**src/rtl/temp_comp_pkg.sv**
```systemverilog
// Shared encodings and state type for the temperature comparator.
// The temp_comp codes are also consumed by the AC controller FSM.
package temp_comp_pkg;

    localparam logic [1:0] TC_EQUAL = 2'b00;
    localparam logic [1:0] TC_HIGH  = 2'b10;
    localparam logic [1:0] TC_LOW   = 2'b01;

    typedef enum logic [1:0] {
        ST_EQUAL = 2'b00,
        ST_HIGH  = 2'b10,
        ST_LOW   = 2'b01
    } tc_state_t;

    // Map a state to its output code; anything unexpected reads as EQUAL so 11 never leaves the block.
    function automatic logic [1:0] tc_encode(input tc_state_t st);
        logic [1:0] code;
        case (st)
            ST_HIGH:  code = TC_HIGH;
            ST_LOW:   code = TC_LOW;
            ST_EQUAL: code = TC_EQUAL;
            default:  code = TC_EQUAL;
        endcase
        return code;
    endfunction

endpackage

```
**src/rtl/temp_comparator_if.sv**
```systemverilog
// Sample/result bus between the sensor front end and the temperature comparator.
interface temp_comparator_if #(
    parameter int W = 8
);
    logic         sample_valid;
    logic [W-1:0] sample_temp;
    logic [W-1:0] setpoint;
    logic [1:0]   temp_comp;
    logic         comp_valid;

    modport master (
        output sample_valid, sample_temp, setpoint,
        input  temp_comp, comp_valid
    );

    modport slave (
        input  sample_valid, sample_temp, setpoint,
        output temp_comp, comp_valid
    );
endinterface

```
**src/rtl/temp_avg4.sv**
```systemverilog
// Four-sample moving average: shift window, fill counter and registered running sum.
// Output is valid only once four samples have been accepted since reset or power-up.
module temp_avg4 #(
    parameter int W = 8
) (
    input  logic         clk,
    input  logic         reset,
    input  logic         power,
    input  logic         in_valid,
    input  logic [W-1:0] in_temp,
    input  logic [W-1:0] in_setpoint,
    output logic         out_valid,
    output logic [W-1:0] out_temp,
    output logic [W-1:0] out_setpoint
);

    logic [W-1:0] win_r [4];
    logic [W+1:0] sum_r;
    logic [W+1:0] sum_s;
    logic [2:0]   fill_r;
    logic [W-1:0] setpt_r;
    logic         valid_r;

    // Running sum: new sample enters, oldest entry leaves; empty slots hold zero.
    always_comb begin
        sum_s = sum_r + (W+2)'(in_temp) - (W+2)'(win_r[3]);
    end

    // Window, sum and fill tracking; power low empties the window.
    always_ff @(posedge clk) begin
        if (!reset || !power) begin
            for (int i = 0; i < 4; i++) begin
                win_r[i] <= '0;
            end
            sum_r   <= '0;
            fill_r  <= 3'd0;
            setpt_r <= '0;
            valid_r <= 1'b0;
        end else if (in_valid) begin
            win_r[0] <= in_temp;
            win_r[1] <= win_r[0];
            win_r[2] <= win_r[1];
            win_r[3] <= win_r[2];
            sum_r    <= sum_s;
            fill_r   <= (fill_r == 3'd4) ? 3'd4 : fill_r + 3'd1;
            setpt_r  <= in_setpoint;
            valid_r  <= (fill_r >= 3'd3);
        end else begin
            valid_r  <= 1'b0;
        end
    end

    assign out_valid    = valid_r;
    assign out_temp     = W'(sum_r >> 2);
    assign out_setpoint = setpt_r;

endmodule

```
**src/rtl/temp_comparator.sv**
```systemverilog
// Hysteretic, persistence-filtered temperature classifier producing temp_comp.
// Define TEMP_COMP_AVG_EN to classify a 4-sample floor average instead of raw samples.
module temp_comparator
    import temp_comp_pkg::*;
#(
    parameter int W       = 8,
    parameter int HYST    = 2,
    parameter int PERSIST = 3
) (
    input  logic               clk,
    input  logic               reset,
    input  logic               power,
    temp_comparator_if.slave   bus
);

    localparam logic [W:0] HYST_EXT  = (W+1)'(HYST);
    localparam logic [3:0] PERSIST_C = 4'(PERSIST);

    logic         proc_s;
    logic [W-1:0] t_cmp_s;
    logic [W-1:0] s_cmp_s;

`ifdef TEMP_COMP_AVG_EN
    logic         avg_valid_s;
    logic [W-1:0] avg_temp_s;
    logic [W-1:0] avg_setpoint_s;

    temp_avg4 #(.W(W)) u_avg (
        .clk          (clk),
        .reset        (reset),
        .power        (power),
        .in_valid     (bus.sample_valid),
        .in_temp      (bus.sample_temp),
        .in_setpoint  (bus.setpoint),
        .out_valid    (avg_valid_s),
        .out_temp     (avg_temp_s),
        .out_setpoint (avg_setpoint_s)
    );

    assign proc_s  = avg_valid_s;
    assign t_cmp_s = avg_temp_s;
    assign s_cmp_s = avg_setpoint_s;
`else
    assign proc_s  = bus.sample_valid;
    assign t_cmp_s = bus.sample_temp;
    assign s_cmp_s = bus.setpoint;
`endif

    tc_state_t  state_r, state_n;
    tc_state_t  pend_r, pend_n;
    tc_state_t  cand_s;
    logic [3:0] cnt_r, cnt_n, cnt_tmp_s;
    logic       valid_n;
    logic [1:0] tc_r;
    logic       valid_r;
    logic [W:0] t_ext_s, s_ext_s;
    logic       above_s, below_s;

    // Band tests in W+1 bits so setpoint+HYST and sample+HYST cannot wrap.
    always_comb begin
        t_ext_s = {1'b0, t_cmp_s};
        s_ext_s = {1'b0, s_cmp_s};
        above_s = (t_ext_s > (s_ext_s + HYST_EXT));
        below_s = ((t_ext_s + HYST_EXT) < s_ext_s);
    end

    // Candidate class: leaving HIGH/LOW only needs to cross the setpoint, entering needs the band.
    always_comb begin
        cand_s = ST_EQUAL;
        case (state_r)
            ST_EQUAL: begin
                if (above_s)      cand_s = ST_HIGH;
                else if (below_s) cand_s = ST_LOW;
                else              cand_s = ST_EQUAL;
            end
            ST_HIGH: begin
                if (below_s)                  cand_s = ST_LOW;
                else if (t_ext_s <= s_ext_s)  cand_s = ST_EQUAL;
                else                          cand_s = ST_HIGH;
            end
            ST_LOW: begin
                if (above_s)                  cand_s = ST_HIGH;
                else if (t_ext_s >= s_ext_s)  cand_s = ST_EQUAL;
                else                          cand_s = ST_LOW;
            end
            default: cand_s = ST_EQUAL;
        endcase
    end

    // Persistence filter next-state: power low wins over any sample in flight.
    always_comb begin
        state_n   = state_r;
        pend_n    = pend_r;
        cnt_n     = cnt_r;
        cnt_tmp_s = 4'd0;
        valid_n   = 1'b0;
        if (!power) begin
            state_n = ST_EQUAL;
            cnt_n   = 4'd0;
            valid_n = 1'b0;
        end else if (proc_s) begin
            valid_n = 1'b1;
            if (cand_s == state_r) begin
                cnt_n = 4'd0;
            end else begin
                if (cand_s == pend_r) begin
                    cnt_tmp_s = cnt_r + 4'd1;
                end else begin
                    pend_n    = cand_s;
                    cnt_tmp_s = 4'd1;
                end
                if (cnt_tmp_s >= PERSIST_C) begin
                    state_n = cand_s;
                    cnt_n   = 4'd0;
                end else begin
                    cnt_n   = cnt_tmp_s;
                end
            end
        end else begin
            valid_n = 1'b0;
        end
    end

    // State, pending class, counter and registered outputs.
    always_ff @(posedge clk) begin
        if (!reset) begin
            state_r <= ST_EQUAL;
            pend_r  <= ST_EQUAL;
            cnt_r   <= 4'd0;
            tc_r    <= TC_EQUAL;
            valid_r <= 1'b0;
        end else begin
            state_r <= state_n;
            pend_r  <= pend_n;
            cnt_r   <= cnt_n;
            tc_r    <= tc_encode(state_n);
            valid_r <= valid_n;
        end
    end

    assign bus.temp_comp  = tc_r;
    assign bus.comp_valid = valid_r;

endmodule

```
**src/flat_wrapper.sv**
```systemverilog
// flat-port wrapper written by rule: the top's interface ports become plain ports
module temp_comparator_flat import temp_comp_pkg::*;
#(
    parameter int W       = 8,
    parameter int HYST    = 2,
    parameter int PERSIST = 3
)
  (clk, reset, power, bus_sample_valid, bus_sample_temp, bus_setpoint, bus_temp_comp, bus_comp_valid);
  temp_comparator_if #(.W(W)) bus_i ();
  input  logic clk;
  input  logic reset;
  input  logic power;
  input wire logic [$bits(bus_i.sample_valid)-1:0] bus_sample_valid;
  input wire logic [$bits(bus_i.sample_temp)-1:0] bus_sample_temp;
  input wire logic [$bits(bus_i.setpoint)-1:0] bus_setpoint;
  output wire logic [$bits(bus_i.temp_comp)-1:0] bus_temp_comp;
  output wire logic [$bits(bus_i.comp_valid)-1:0] bus_comp_valid;
  assign bus_i.sample_valid = bus_sample_valid;
  assign bus_i.sample_temp = bus_sample_temp;
  assign bus_i.setpoint = bus_setpoint;
  assign bus_temp_comp = bus_i.temp_comp;
  assign bus_comp_valid = bus_i.comp_valid;
  temp_comparator #(.W(W), .HYST(HYST), .PERSIST(PERSIST)) u_core (.clk(clk), .reset(reset), .power(power), .bus(bus_i));
endmodule
```
**config.mk**
```make
export PLATFORM = sky130hd
export DESIGN_NAME = temp_comparator_flat
export DESIGN_NICKNAME = d
export VERILOG_FILES = /design/src/rtl/temp_comp_pkg.sv /design/src/rtl/temp_comparator_if.sv /design/src/rtl/temp_avg4.sv /design/src/rtl/temp_comparator.sv /design/src/flat_wrapper.sv
export SDC_FILE = /design/constraint.sdc
export NUM_CORES = 1
export LEC_CHECK = 0
export BUFFER_PORTS_ARGS = -buffer_cell sky130_fd_sc_hd__buf_4
export CAP_MARGIN = 20
export CORE_UTILIZATION = 40
export CTS_CLUSTER_SIZE = 28
export DETAILED_ROUTE_END_ITERATION = 10
export PLACE_DENSITY = 0.71
export SLEW_MARGIN = 20
export SYNTH_ARGS = -nofsm -noshare
export SYNTH_HDL_FRONTEND = slang
export SYNTH_SLANG_ARGS = --single-unit
```
**constraint.sdc**
```tcl
create_clock -name clk -period 4.45 [get_ports clk]
set_clock_uncertainty 0.2 [all_clocks]
set_input_delay 0.89 -clock clk [delete_from_list [all_inputs] [get_ports clk]]
set_output_delay 0.89 -clock clk [all_outputs]
set_load 0.05 [all_outputs]
```
* Yosys cells after proc, flatten, opt, wreduce, memory -nomap -nowiden
Cells that the tools add are included.
Word-level totals: bits in registers 11, input port bits 20, output and inout bits 3, word-level logic and storage cells 43
Cells by class: add/subtract/negate cells 3, $lt $le $gt $ge 5, equal/unequal tests 6, multiplexer cells 19, bitwise operators 2, reductions and logical operators 3
Operators by type and width (number):
- 4-bit two-way mux | 6
- 8-bit by 2-bit adder with 9-bit output (second input constant) | 2
- 2-bit two-way mux | 8
- 8-bit by 9-bit greater-than comparator with 1-bit output | 1
- 9-bit by 8-bit less-than comparator with 1-bit output | 1
- 8-bit >= comparator | 1
- 8-bit <= comparator | 1
- 2-bit one-hot mux with 3 select lines | 1
- 4-bit by 1-bit adder with 4-bit output (second input constant) | 1
- 2-bit by 1-bit equality test with 1-bit output (second input constant) | 2
- 2-bit equality test | 2
- 2-bit equality test (second input constant) | 2
- 4-bit by 2-bit >= comparator with 1-bit output (second input constant) | 1
- 2-bit one-hot mux with 2 select lines | 1
- 4-bit AND reduction | 1
- 1-bit two-way mux | 3
- 2-bit zero test | 1
- 1-bit NOT | 2
- 2-bit AND reduction | 1

* Logic depth before layout (Yosys ltp)
Gate-level depths: netlist of run 1.
word-level depth 17, mapped depth 13, depth with buffers taken out 13

* Least setup slack after synthesis of run 1
Ideal clock, no wire load.
path type input -> register, from in bus_sample_temp[3], to reg u_core.tc_r[1] (netlist: u_core.bus.temp_comp[1]), library setup time 0.059 ns, arrival 3.260 ns, required time 4.191 ns, slack 0.930 ns, stages on the path 12, path buffers 0, cell sequence and3_1 -> nand3_1 -> xnor2_1 -> ha_1 -> a211o_1 -> o221ai_2 -> a21oi_1 -> a311o_1 -> o21a_1 -> a311o_1 -> a31oi_2 -> and2_1
Between the ends: word-level cells in the longest chain between the ends 17, elaborated cells on any way between the ends 26, classes of those cells 1 x add/sub; 5 x order compare; 4 x eq/ne; 16 x mux
Ends and longest elaborated chain:
- from (decl) | RTL line flat_wrapper.sv:14 | input wire logic [$bits(bus_i.sample_temp)-1:0] bus_sample_temp;
- 8-bit by 2-bit adder with 9-bit output | RTL line temp_comparator.sv:64 | below_s = ((t_ext_s + HYST_EXT) < s_ext_s);
- 9-bit by 8-bit less-than comparator with 1-bit output | RTL line temp_comparator.sv:64
- 1-bit two-way mux | RTL line temp_comparator.sv:73 | else if (below_s) cand_s = ST_LOW;
- 2-bit two-way mux | RTL line temp_comparator.sv:72 | if (above_s) cand_s = ST_HIGH;
- 2-bit one-hot mux with 3 select lines (*) | RTL line temp_comparator.sv:70 | case (state_r)
- 2-bit equality test | RTL line temp_comparator.sv:106 | if (cand_s == pend_r) begin
- 4-bit two-way mux | RTL line temp_comparator.sv:106
- 4-bit two-way mux | RTL line temp_comparator.sv:103 | if (cand_s == state_r) begin
- 4-bit two-way mux | RTL line temp_comparator.sv:101 | end else if (proc_s) begin
- 4-bit two-way mux | RTL line temp_comparator.sv:97 | if (!power) begin
- 4-bit by 2-bit >= comparator with 1-bit output | RTL line temp_comparator.sv:112 | if (cnt_tmp_s >= PERSIST_C) begin
- 2-bit two-way mux | RTL line temp_comparator.sv:112
- 2-bit two-way mux (*) | RTL line temp_comparator.sv:103
- 2-bit two-way mux (*) | RTL line temp_comparator.sv:101
- 2-bit two-way mux (*) | RTL line temp_comparator.sv:97
- 2-bit by 1-bit equality test with 1-bit output / 2-bit equality test (equally long branches) | RTL line temp_comp_pkg.sv:18 | case (st)
- 2-bit one-hot mux with 2 select lines (*) | RTL line temp_comp_pkg.sv:18
- to (signal assigned) | RTL line temp_comparator.sv:136 | tc_r <= tc_encode(state_n);
- to (decl) | RTL line temp_comparator.sv:54 | logic [1:0] tc_r;
Every way passes the cells marked *; elsewhere a longest branch is shown, timed or not. The select of a mux whose other input is x is not followed. A chain may end at the register's enable or synchronous reset.

* Worst setup path after layout of run 1
from in bus_setpoint[3], to reg u_core.tc_r[1] (netlist: u_core.bus.temp_comp[1])
Between the ends: word-level cells in the longest chain between the ends 16, elaborated cells on any way between the ends 26, classes of those cells 1 x add/sub; 5 x order compare; 4 x eq/ne; 16 x mux
Ends and longest elaborated chain:
- from (decl) | RTL line flat_wrapper.sv:15 | input wire logic [$bits(bus_i.setpoint)-1:0] bus_setpoint;
- 8-bit by 2-bit adder with 9-bit output (tied with other cells) | RTL line temp_comparator.sv:63 | above_s = (t_ext_s > (s_ext_s + HYST_EXT));
- 8-bit by 9-bit greater-than comparator with 1-bit output (tied with other cells) | RTL line temp_comparator.sv:63
- 2-bit two-way mux, on equally long branches | RTL line temp_comparator.sv:82, temp_comparator.sv:72, temp_comparator.sv:77
- 2-bit one-hot mux with 3 select lines (*) | RTL line temp_comparator.sv:70
- 2-bit equality test | RTL line temp_comparator.sv:106
- 4-bit two-way mux | RTL line temp_comparator.sv:106
- 4-bit two-way mux | RTL line temp_comparator.sv:103
- 4-bit two-way mux | RTL line temp_comparator.sv:101
- 4-bit two-way mux | RTL line temp_comparator.sv:97
- 4-bit by 2-bit >= comparator with 1-bit output | RTL line temp_comparator.sv:112
- 2-bit two-way mux | RTL line temp_comparator.sv:112
- 2-bit two-way mux (*) | RTL line temp_comparator.sv:103
- 2-bit two-way mux (*) | RTL line temp_comparator.sv:101
- 2-bit two-way mux (*) | RTL line temp_comparator.sv:97
- 2-bit by 1-bit equality test with 1-bit output / 2-bit equality test (equally long branches) | RTL line temp_comp_pkg.sv:18
- 2-bit one-hot mux with 2 select lines (*) | RTL line temp_comp_pkg.sv:18
Marked as above.

==> run_results.csv, run 1 <==
group,metric,value,unit
synthesis,ys.flop_type,"dfxtp_1",
worst_setup_path,r2r_cells,9,
global_route,grt_antenna_before_repair,0,
synthesis,ys_seq_area_share,16.8,%
worst_setup_path,crit_type,"in -> reg",
clock_network,post_cts_resize_count,0,
clock_network,cts_buffers,3,
drt,route.detailed.drc,0,
worst_setup_path,cp-startpoint,"bus_setpoint[3]",
synthesis,synth_nets,207,
power,p_comb_share,43.1,%
floorplan,die_y,59.3,um
worst_setup_path,rr_startpoint,"u_core.cnt_r[0]",
drt,wl,3230,um
global_route,overflow,0,
synthesis,synth.avg_cell_area,8.09,um2
timing,fin_setup_tns,0,ps
synthesis,synthMuxAreaShare,0.763,%
synthesis,ys_ff_latch,11,
timing,tightest_slew,531,ps
worst_setup_path,ff2ff_setup_slack,1920,ps
timing,setup_viol,0,
drt,drtIter0Drc,78,
power,peakVddDrop,0.166,mV
power,p_per_area,194,nW/um2
drt,dr.pass1.iters,4,
synthesis,synth_cell_type_count,40,
final_layout,diodes,0,
worst_setup_path,critPathLaunchType,"input port",
synthesis,async_reset_ff_share,0,%
synthesis,synth-compound-area-share,23.9,%
clock_network,cts_hold_buf,0,
final_layout,area_delta_synth_final,18.8,%
clock_network,postCtsSetupBuffers,0,
final_layout,drive_above_1_share,14.9,%
timing,maxSlewViolCount,0,
drt,antenna_left,0,
power,p_int,194,uW
drt,wl_per_cell,13.9,um
timing,fmax,274,MHz
synthesis,netlist_instances,162,
clock_network,cts-root-buf,"clkbuf_4",
power,clkPwrFrac,22.4,%
clock_network,clk_pin_slew,70,ps
worst_setup_path,timing.rr.end,"u_core.bus.temp_comp[1]",
floorplan,dieArea,3510,um2
placed_design,io_buffers,22,
global_route,grt_usage,19.8,%
worst_setup_path,endpoint_kind,"register",
synthesis,synthesis.area,1310,um2
clock_network,worstSkewPairLatency,270,ps
clock_network,htreeDepth,1,
final_layout,final_cell_area,1560,um2
min_path,worstHoldPathType,"reg -> reg",
clock_network,cts_tree,"yes",
synthesis,synth-simple-area-share,22.1,%
power,sw_frac_of_total,36.0,%
power,pwr-share-seq,34.5,%
power,netSwitchingPower,109,uW
synthesis,synth-xor-area-share,8.02,%
worst_setup_path,crit_arrival,3670,ps
worst_setup_path,cp.required,4460,ps
placed_design,place_area,1530,um2
final_layout,layout.nets,234,
global_route,grt_first_pass_wirelength,5420,um
worst_setup_path,critPathCapture,"u_core.bus.temp_comp[1]",
timing,timing.final.crit_period,3650,ps
placed_design,hpwl,2700,um
clock_network,clock_path_buffers,2,
global_route,grt_pass1_vias,1288,
placed_design,gp_congestion,0.928,
timing,finalCritPeriodShare,82.1,%
global_route,grt_max_degree,8,
flow_run,maxCapViolCount,0,
floorplan,die_x,59.3,um
clock_network,cts_sinks,11,
worst_setup_path,path_max_fanout,5,
floorplan,ioPinCount,23,
outcome,status,"finished clean",
synthesis,synth-edff-count,0,
timing,finalHoldViolCount,0,
power,cellLeakagePower,0.735,nW
power,power.total,302,uW
synthesis,synthAdderAreaFrac,23.9,%
synthesis,synth_top_family_by_area,"adder cells",
timing,relSlewSlack,64.1,%
synthesis,synth-warning-count,0,
floorplan,rows,20,
drt,num_vias,1324,
floorplan,core,3080,um2
drt,vias_per_cell,5.71,
placed_design,pre_cts_ws,575,ps
timing,setup_ws,795,ps
floorplan,start_util,42.6,%
timing,rsz0062_at_grt,"false",
## cells in the final DEF (no fill, tap or decap), drive strengths merged, types with 2 or more instances in the layout
cell	n
a211o	2
a211oi	2
a21o	3
a21oi	12
a311o	2
a31oi	3
a41oi	2
and2	2
and3	6
buf	22
clkbuf	4
dfxtp	11
ha	25
inv	16
nand2	8
nand2b	3
nand3	15
nand4	4
nor2	8
nor2b	2
nor3	3
o211ai	2
o21a	3
xnor2	11
## metrics by stage
| stage | util, % | hold WS, ps | instances |
|---|---|---|---|
| 2_1_floorplan | - | 274 | 162 |
| 3_3_place_gp | 49.8 | 289 | 228 |
| 5_1_grt | 50.6 | 318 | 232 |
| 4_1_cts | 50.6 | 313 | 232 |
| 3_5_place_dp | 49.8 | 299 | 228 |
| 6_report | 50.6 | 309 | 232 |
## layout make-up
type                            instances  area [um2]
Multi-Input combinational cell        135        1030
Clock buffer                            4        26.3
Fill cell                             330        1520
Timing Repair Buffer                   22         165
Inverter                               16        60.1
Sequential cell                        11         220
Tap cell                               44        55.1
## registers in the layout (all words and copies together) (netlist names)
name                   flops
u_core.bus.comp_valid      1
u_core.bus.temp_comp       2
u_core.cnt_r               4
u_core.pend_r              2
u_core.state_r             2
## per-layer routing
layer	vias up	routed length, um	global-route usage (%)
met5	-	0	0
met4	0	34	2.38
met3	4	117	3.49
met2	39	1550	35.5
met1	617	1530	25.2
li1	664	-	-
## worst max-delay path, cell delays in order
cell and delay [ps]:
buf_4 110, inv_1 80, nor3_1 290, nand3_1 140
xnor2_1 140, ha_1 290, a21o_1 180, a21oi_1 220
o211ai_1 190, and3_1 270, a21oi_1 260, a41oi_1 150
a41oi_1 280, and2_1 170
## cells by family (layout without fill, tap and decap cells)
logic type	after synthesis	after routing
AND/OR/NAND/NOR	55	55
AO/OA/AOI/OAI	42	42
adder cells (fa/ha/maj)	25	25
buffers and inverters	16	42
XOR/XNOR	12	12
flip-flops	11	11
multiplexers	1	1
## cell usage after synthesis (3+ instances only)
cell type / instances / area (um2)
nand2_1: 8 / 30.0
xnor2_1: 11 / 96.3
nand2b_1: 3 / 18.8
and3_1: 6 / 37.5
a21o_1: 3 / 22.5
o21a_1: 3 / 22.5
nor2_1: 8 / 30.0
inv_1: 16 / 60.1
a21oi_1: 12 / 60.1
dfxtp_1: 11 / 220
nor3_1: 3 / 15.0
nand3_1: 15 / 75.1
nand4_1: 4 / 25.0
ha_1: 25 / 313
## power groups by stage
stage                     registers, mW  clock network [mW]  logic, mW
after detailed placement          0.106                   0      0.128
after floorplan                   0.107                   0     0.0848
after CTS                         0.104              0.0704      0.129
final                             0.104              0.0678      0.130
after global placement            0.106                   0      0.122
after global routing              0.105              0.0736      0.147
## how the worst min path moves through the flow
stage	from	to	slack, ps	cells past startpoint
global route	u_core.cnt_r[3]	u_core.cnt_r[3]	320	1
CTS	u_core.cnt_r[3]	u_core.cnt_r[3]	310	1
floorplan	u_core.cnt_r[3]	u_core.cnt_r[3]	270	1
finish	u_core.cnt_r[3]	u_core.cnt_r[3]	310	1
global placement	u_core.cnt_r[3]	u_core.cnt_r[3]	290	1
detailed placement	u_core.cnt_r[3]	u_core.cnt_r[3]	300	1
Note: power is estimated with default switching activity, not from simulation.
==> run 2: changes to the inputs <==
--- a/config.mk
+++ b/config.mk
@@ -10,7 +10,7 @@
 export CORE_UTILIZATION = 40
 export CTS_CLUSTER_SIZE = 28
 export DETAILED_ROUTE_END_ITERATION = 10
-export PLACE_DENSITY = 0.71
+export PLACE_DENSITY = 0.74
 export SLEW_MARGIN = 20
 export SYNTH_ARGS = -nofsm -noshare
 export SYNTH_HDL_FRONTEND = slang
==> constraint.sdc (replaced) <==
create_clock -name clk -period 3.02 [get_ports clk]
set_clock_uncertainty 0.2 [all_clocks]
set_input_delay 0.604 -clock clk [delete_from_list [all_inputs] [get_ports clk]]
set_output_delay 0.604 -clock clk [all_outputs]
set_load 0.05 [all_outputs]
==> run 2 against run 1 <==
The run now ends with setup timing left. Combinational power rose by 110%. Critical path depth fell by 1. Clock-buffer cell count unchanged. Via count up 13%. Sequential share of layout area fell by 2.9 points. Power rose by 73%. Sequential cell count unchanged. Die area is the same.
==> run_results.csv, run 2 (synthesis results as in run 1) <==
group,metric,value,unit
floorplan,rows,20,
worst_setup_path,cp.required,2980,ps
final_layout,final_common_cell,"buf_4",
global_route,grt_max_degree,8,
timing,finalCritPeriodShare,107,%
timing,finalHoldViolCount,0,
clock_network,cts-root-buf,"clkbuf_4",
drt,vias_per_cell,5.54,
drt,drtIter0Drc,58,
worst_setup_path,ff2ff_setup_slack,670,ps
power,peakVddDrop,0.222,mV
final_layout,diodes,0,
floorplan,ioPinCount,23,
clock_network,htreeDepth,1,
worst_setup_path,r2r_cells,9,
worst_setup_path,crit_type,"in -> reg",
placed_design,dp.cells,262,
timing,setup_ws,-211,ps
timing,tightest_slew,357,ps
placed_design,gp_congestion,0.848,
worst_setup_path,critPathCapture,"u_core.bus.temp_comp[1]",
drt,route.detailed.drc,0,
clock_network,cts_buffers,3,
final_layout,fill_cells,259,
timing,maxSlewViolCount,0,
worst_setup_path,crit_arrival,3190,ps
worst_setup_path,cp-startpoint,"bus_sample_temp[3]",
floorplan,core,3080,um2
final_layout,fin_cells,271,
global_route,grt_antenna_before_repair,0,
timing,timing.final.crit_period,3230,ps
final_layout,drive_above_1_share,36.6,%
worst_setup_path,path_max_fanout,6,
global_route,grt_usage,21.8,%
clock_network,clock_path_buffers,2,
drt,dr.pass1.iters,4,
clock_network,worstSkewPairLatency,260,ps
worst_setup_path,critPathLaunchType,"input port",
drt,wl_per_cell,13.7,um
clock_network,clk_pin_slew,60,ps
floorplan,dieArea,3510,um2
final_layout,largest_reg_flops,4,
outcome,status,"finished, violations left",
timing,setup_viol,8,
power,p_per_area,266,nW/um2
final_layout,layout.nets,273,
final_layout,area_delta_synth_final,50.1,%
placed_design,io_buffers,22,
min_path,worstHoldPathType,"reg -> reg",
timing,rsz0062_at_grt,"true",
drt,antenna_left,0,
clock_network,cts_sinks,11,
global_route,grt_pass1_vias,1361,
drt,wl,3710,um
timing,relSlewSlack,76.0,%
global_route,grt_first_pass_wirelength,5900,um
flow_run,maxCapViolCount,0,
global_route,overflow,0,
floorplan,die_y,59.3,um
drt,num_vias,1500,
final_layout,top_register,"u_core.cnt_r",
worst_setup_path,rr_startpoint,"u_core.cnt_r[0]",
clock_network,cts_tree,"yes",
floorplan,start_util,42.6,%
final_layout,mostFrequentLayoutCells,"buf_4 (57), ha_1 (25), inv_1 (16)",
floorplan,die_x,59.3,um
placed_design,hpwl,2900,um
worst_setup_path,endpoint_kind,"register",
placed_design,pre_cts_ws,-374,ps
power,cellLeakagePower,0.949,nW
timing,fmax,310,MHz
outcome,violations,"setup timing",
worst_setup_path,timing.rr.end,"u_core.bus.temp_comp[1]",
[run 2: worst min path at each step]
stage / cells after the start / end / slack (ps) / start
finish: 1 / u_core.cnt_r[3] / 300 / u_core.cnt_r[3]
global route: 1 / u_core.cnt_r[3] / 320 / u_core.cnt_r[3]
CTS: 1 / u_core.cnt_r[3] / 300 / u_core.cnt_r[3]
detailed placement: 1 / u_core.cnt_r[3] / 290 / u_core.cnt_r[3]
global placement: 1 / u_core.cnt_r[3] / 290 / u_core.cnt_r[3]
floorplan: 1 / u_core.cnt_r[3] / 270 / u_core.cnt_r[3]
[run 2: final cells by class]
type	instances	area, um2	share of cell area (%)
multi-input combinational	135	1130	57.4
timing repair buffer	61	477	24.2
sequential	11	220	11.2
inverter	16	60.1	3.05
tap	44	55.1	2.80
clock buffer	4	26.3	1.34
[run 2: critical path, cell delays in order]
cell	delay, ps
buf_8	70
and3_4	200
nand3_4	90
xnor2_2	130
ha_1	310
a211o_1	350
o221ai_2	170
a21oi_2	50
a311o_2	440
o21a_4	240
a41oi_1	270
a41oi_2	80
and2_1	180
[run 2: power by group]
part	leakage [nW]	switching, mW	internal, mW	total [mW]
registers	0.0891	0.00470	0.149	0.154
clock network	0.0150	0.0452	0.0511	0.0963
logic	0.845	0.131	0.143	0.274
total	0.949	0.181	0.343	0.524
[run 2: layer usage]
metal  track usage (%)  part of all wire (%)  vias up
met1              30.7                    47      696
li1                  -                     -      744
met5                 0                     0        -
met3              3.28                   4.9        6
met4              3.06                   1.3        0
met2              35.8                    47       54
[run 2: stage by stage]
stage	hold WS, ps	setup TNS, ps	utilization [%]	total power [mW]	instance area (um2)
after floorplan	274	-119	-	0.283	1320
after global placement	289	-2460	58.4	0.387	1800
after detailed placement	292	-2530	58.4	0.391	1800
after CTS	300	-149	60.1	0.494	1850
after global routing	320	-1840	63.9	0.563	1970
final	302	-1140	63.9	0.524	1970
[run 2: repair_timing]
action,4_1_cts,5_1_grt
setup buffers,2,3
endpoints found under the setup margin,6,8
hold buffers,0,0
resized for setup,3,19
pin swaps,2,10
==> run 3: changes to the inputs <==
--- a/config.mk
+++ b/config.mk
@@ -7,10 +7,12 @@
 export LEC_CHECK = 0
 export BUFFER_PORTS_ARGS = -buffer_cell sky130_fd_sc_hd__buf_4
 export CAP_MARGIN = 20
-export CORE_UTILIZATION = 40
+export CELL_PAD_IN_SITES_DETAIL_PLACEMENT = 0
+export CELL_PAD_IN_SITES_GLOBAL_PLACEMENT = 1
+export CORE_UTILIZATION = 37
 export CTS_CLUSTER_SIZE = 28
 export DETAILED_ROUTE_END_ITERATION = 10
-export PLACE_DENSITY = 0.74
+export PLACE_DENSITY = 0.86
 export SLEW_MARGIN = 20
 export SYNTH_ARGS = -nofsm -noshare
 export SYNTH_HDL_FRONTEND = slang
==> run 3 against run 2 <==
The flow still finishes with violations (setup timing). Sequential power about the same. Die area increased by 7.8%. Maximum frequency increased by 1.2%. First-iteration DRC count decreased by 5.2%. Combinational power decreased by 3%. Global-route usage decreased by 1.5 points. Via count decreased by 1.3%. Worst hold slack improved by 4.9 ps. Register-to-register slack got worse by 120 ps. Worst setup slack improved by 38 ps.
==> run_results.csv, run 3 (synthesis results as in run 1) <==
group,metric,value,unit
worst_setup_path,cpPeakStageDelay,440,ps
timing,maxSlewViolCount,0,
timing,rsz0062_at_grt,"true",
timing,tightest_slew,512,ps
power,p_per_area,275,nW/um2
global_route,overflow,0,
global_route,grt_first_pass_wirelength,5820,um
power,cellLeakagePower,0.913,nW
drt,antenna_left,0,
power,p_int,335,uW
drt,num_vias,1480,
floorplan,core,3360,um2
floorplan,die_y,61.5,um
final_layout,drive_above_1_share,36.7,%
placed_design,dp.cells,261,
flow_run,maxCapViolCount,0,
drt,drtIter0Drc,55,
floorplan,die_x,61.5,um
worst_setup_path,endpoint_kind,"register",
worst_setup_path,ff2ff_setup_slack,550,ps
final_layout,top_register,"u_core.cnt_r",
worst_setup_path,crit_type,"in -> reg",
final_layout,fin_util,57.0,%
floorplan,rows,21,
timing,fmax,313,MHz
final_layout,fin_cells,267,
timing,finalCritPeriodShare,106,%
drt,route.detailed.drc,0,
floorplan,dieArea,3790,um2
power,sw_frac_of_total,36.4,%
final_layout,final_common_cell,"buf_4",
final_layout,area_delta_synth_final,46.2,%
timing,setup_viol,8,
global_route,grt_antenna_before_repair,0,
placed_design,hpwl,2990,um
worst_setup_path,path_max_fanout,5,
clock_network,cts_sinks,11,
global_route,grt_max_degree,8,
drt,vias_per_cell,5.54,
clock_network,cts_buffers,3,
drt,wl,3920,um
outcome,violations,"setup timing",
worst_setup_path,cp_top_family,"compound AO/OA/AOI/OAI gates",
floorplan,ioPinCount,23,
clock_network,cts_tree,"yes",
outcome,status,"finished, violations left",
power,peakVddDrop,0.229,mV
drt,wl_per_cell,14.7,um
final_layout,layout.nets,267,
timing,timing.final.crit_period,3190,ps
clock_network,htreeDepth,1,
timing,relSlewSlack,65.4,%
power,netSwitchingPower,192,uW
power,p_comb_share,50.8,%
worst_setup_path,slowest_stage,"a311o_2",
clock_network,clock_path_buffers,2,
worst_setup_path,critPathLaunchType,"input port",
final_layout,mostFrequentLayoutCells,"buf_4 (52), ha_1 (24), inv_1 (16)",
drt,dr.pass1.iters,4,
power,power.total,526,uW
clock_network,cts_hold_buf,0,
placed_design,io_buffers,22,
timing,finalHoldViolCount,0,
floorplan,start_util,39.0,%
placed_design,pre_cts_ws,-361,ps
power,clkPwrFrac,19.8,%
placed_design,gp_congestion,0.997,
worst_setup_path,worst-path-buf-inv,1,
clock_network,clk_pin_slew,80,ps
worst_setup_path,crit_arrival,3210,ps
worst_setup_path,path_cells,"buf_6 -> and3_4 -> nand3_2 -> xnor2_1 -> ha_1 -> a211o_1 -> o221ai_2 -> a21oi_1 -> a311o_2 -> a21oi_1 -> a41oi_2 -> a41oi_2 -> and2_1",
power,pwr-share-seq,29.3,%
clock_network,worstSkewPairLatency,280,ps
worst_setup_path,cp.required,3040,ps
timing,setup_ws,-173,ps
global_route,grt_pass1_vias,1396,
min_path,worstHoldPathType,"reg -> reg",
final_layout,largest_reg_flops,4,
clock_network,cts-root-buf,"clkbuf_4",
final_layout,diodes,0,
global_route,grt_usage,20.3,%
[run 3: final cells by class]
type / instances / area, um2
Clock buffer: 4 / 26.3
Multi-Input combinational cell: 135 / 1130
Sequential cell: 11 / 220
Tap cell: 46 / 57.6
Fill cell: 329 / 1450
Inverter: 16 / 60.1
Timing Repair Buffer: 55 / 424
[run 3: path summary, 6_finish.rpt]
check                                        start                       to  cells after the start
worst max register to register     u_core.cnt_r[0]  u_core.bus.temp_comp[1]                      9
worst min register to register     u_core.cnt_r[3]          u_core.cnt_r[3]                      1
worst max-delay path            bus_sample_temp[3]  u_core.bus.temp_comp[1]                     13
worst min-delay path               u_core.cnt_r[3]          u_core.cnt_r[3]                      1
[run 3: repair_timing]
item / CTS / global route
endpoints found under the setup margin: 6 / 8
gates resized for setup: 3 / 19
buffers inserted: 1 / 1
pin swaps: 1 / 8
[run 3: worst register-to-register path: cells and delay by family (launching register included)]
family,cells,cell delay [ps]
compound gates,6,1150
fa+ha+maj,1,240
flops,1,430
simple gates,2,390
[run 3: power by group through the flow]
stage / logic, mW / registers [mW] / clock network, mW
finish: 0.267 / 0.154 / 0.104
global route: 0.290 / 0.155 / 0.109
CTS: 0.239 / 0.154 / 0.104
detailed placement: 0.234 / 0.157 / 0
global placement: 0.226 / 0.157 / 0
floorplan: 0.126 / 0.158 / 0
[run 3: layer usage]
layer | part of all wire, % | vias to the layer above | track usage, %
met5 | 0 | - | 0
met4 | 2.1 | 0 | 4.44
met3 | 4.7 | 10 | 4.62
met2 | 49 | 46 | 35.2
met1 | 44 | 695 | 25.7
li1 | - | 729 | -
[run 3: stage by stage]
stage	setup TNS (ps)	hold slack, ps	instance area (um2)
after detailed placement	-2440	293	1780
after global placement	-1960	291	1780
after floorplan	-119	274	1320
final	-853	307	1920
after CTS	-101	303	1820
after global routing	-1530	328	1920
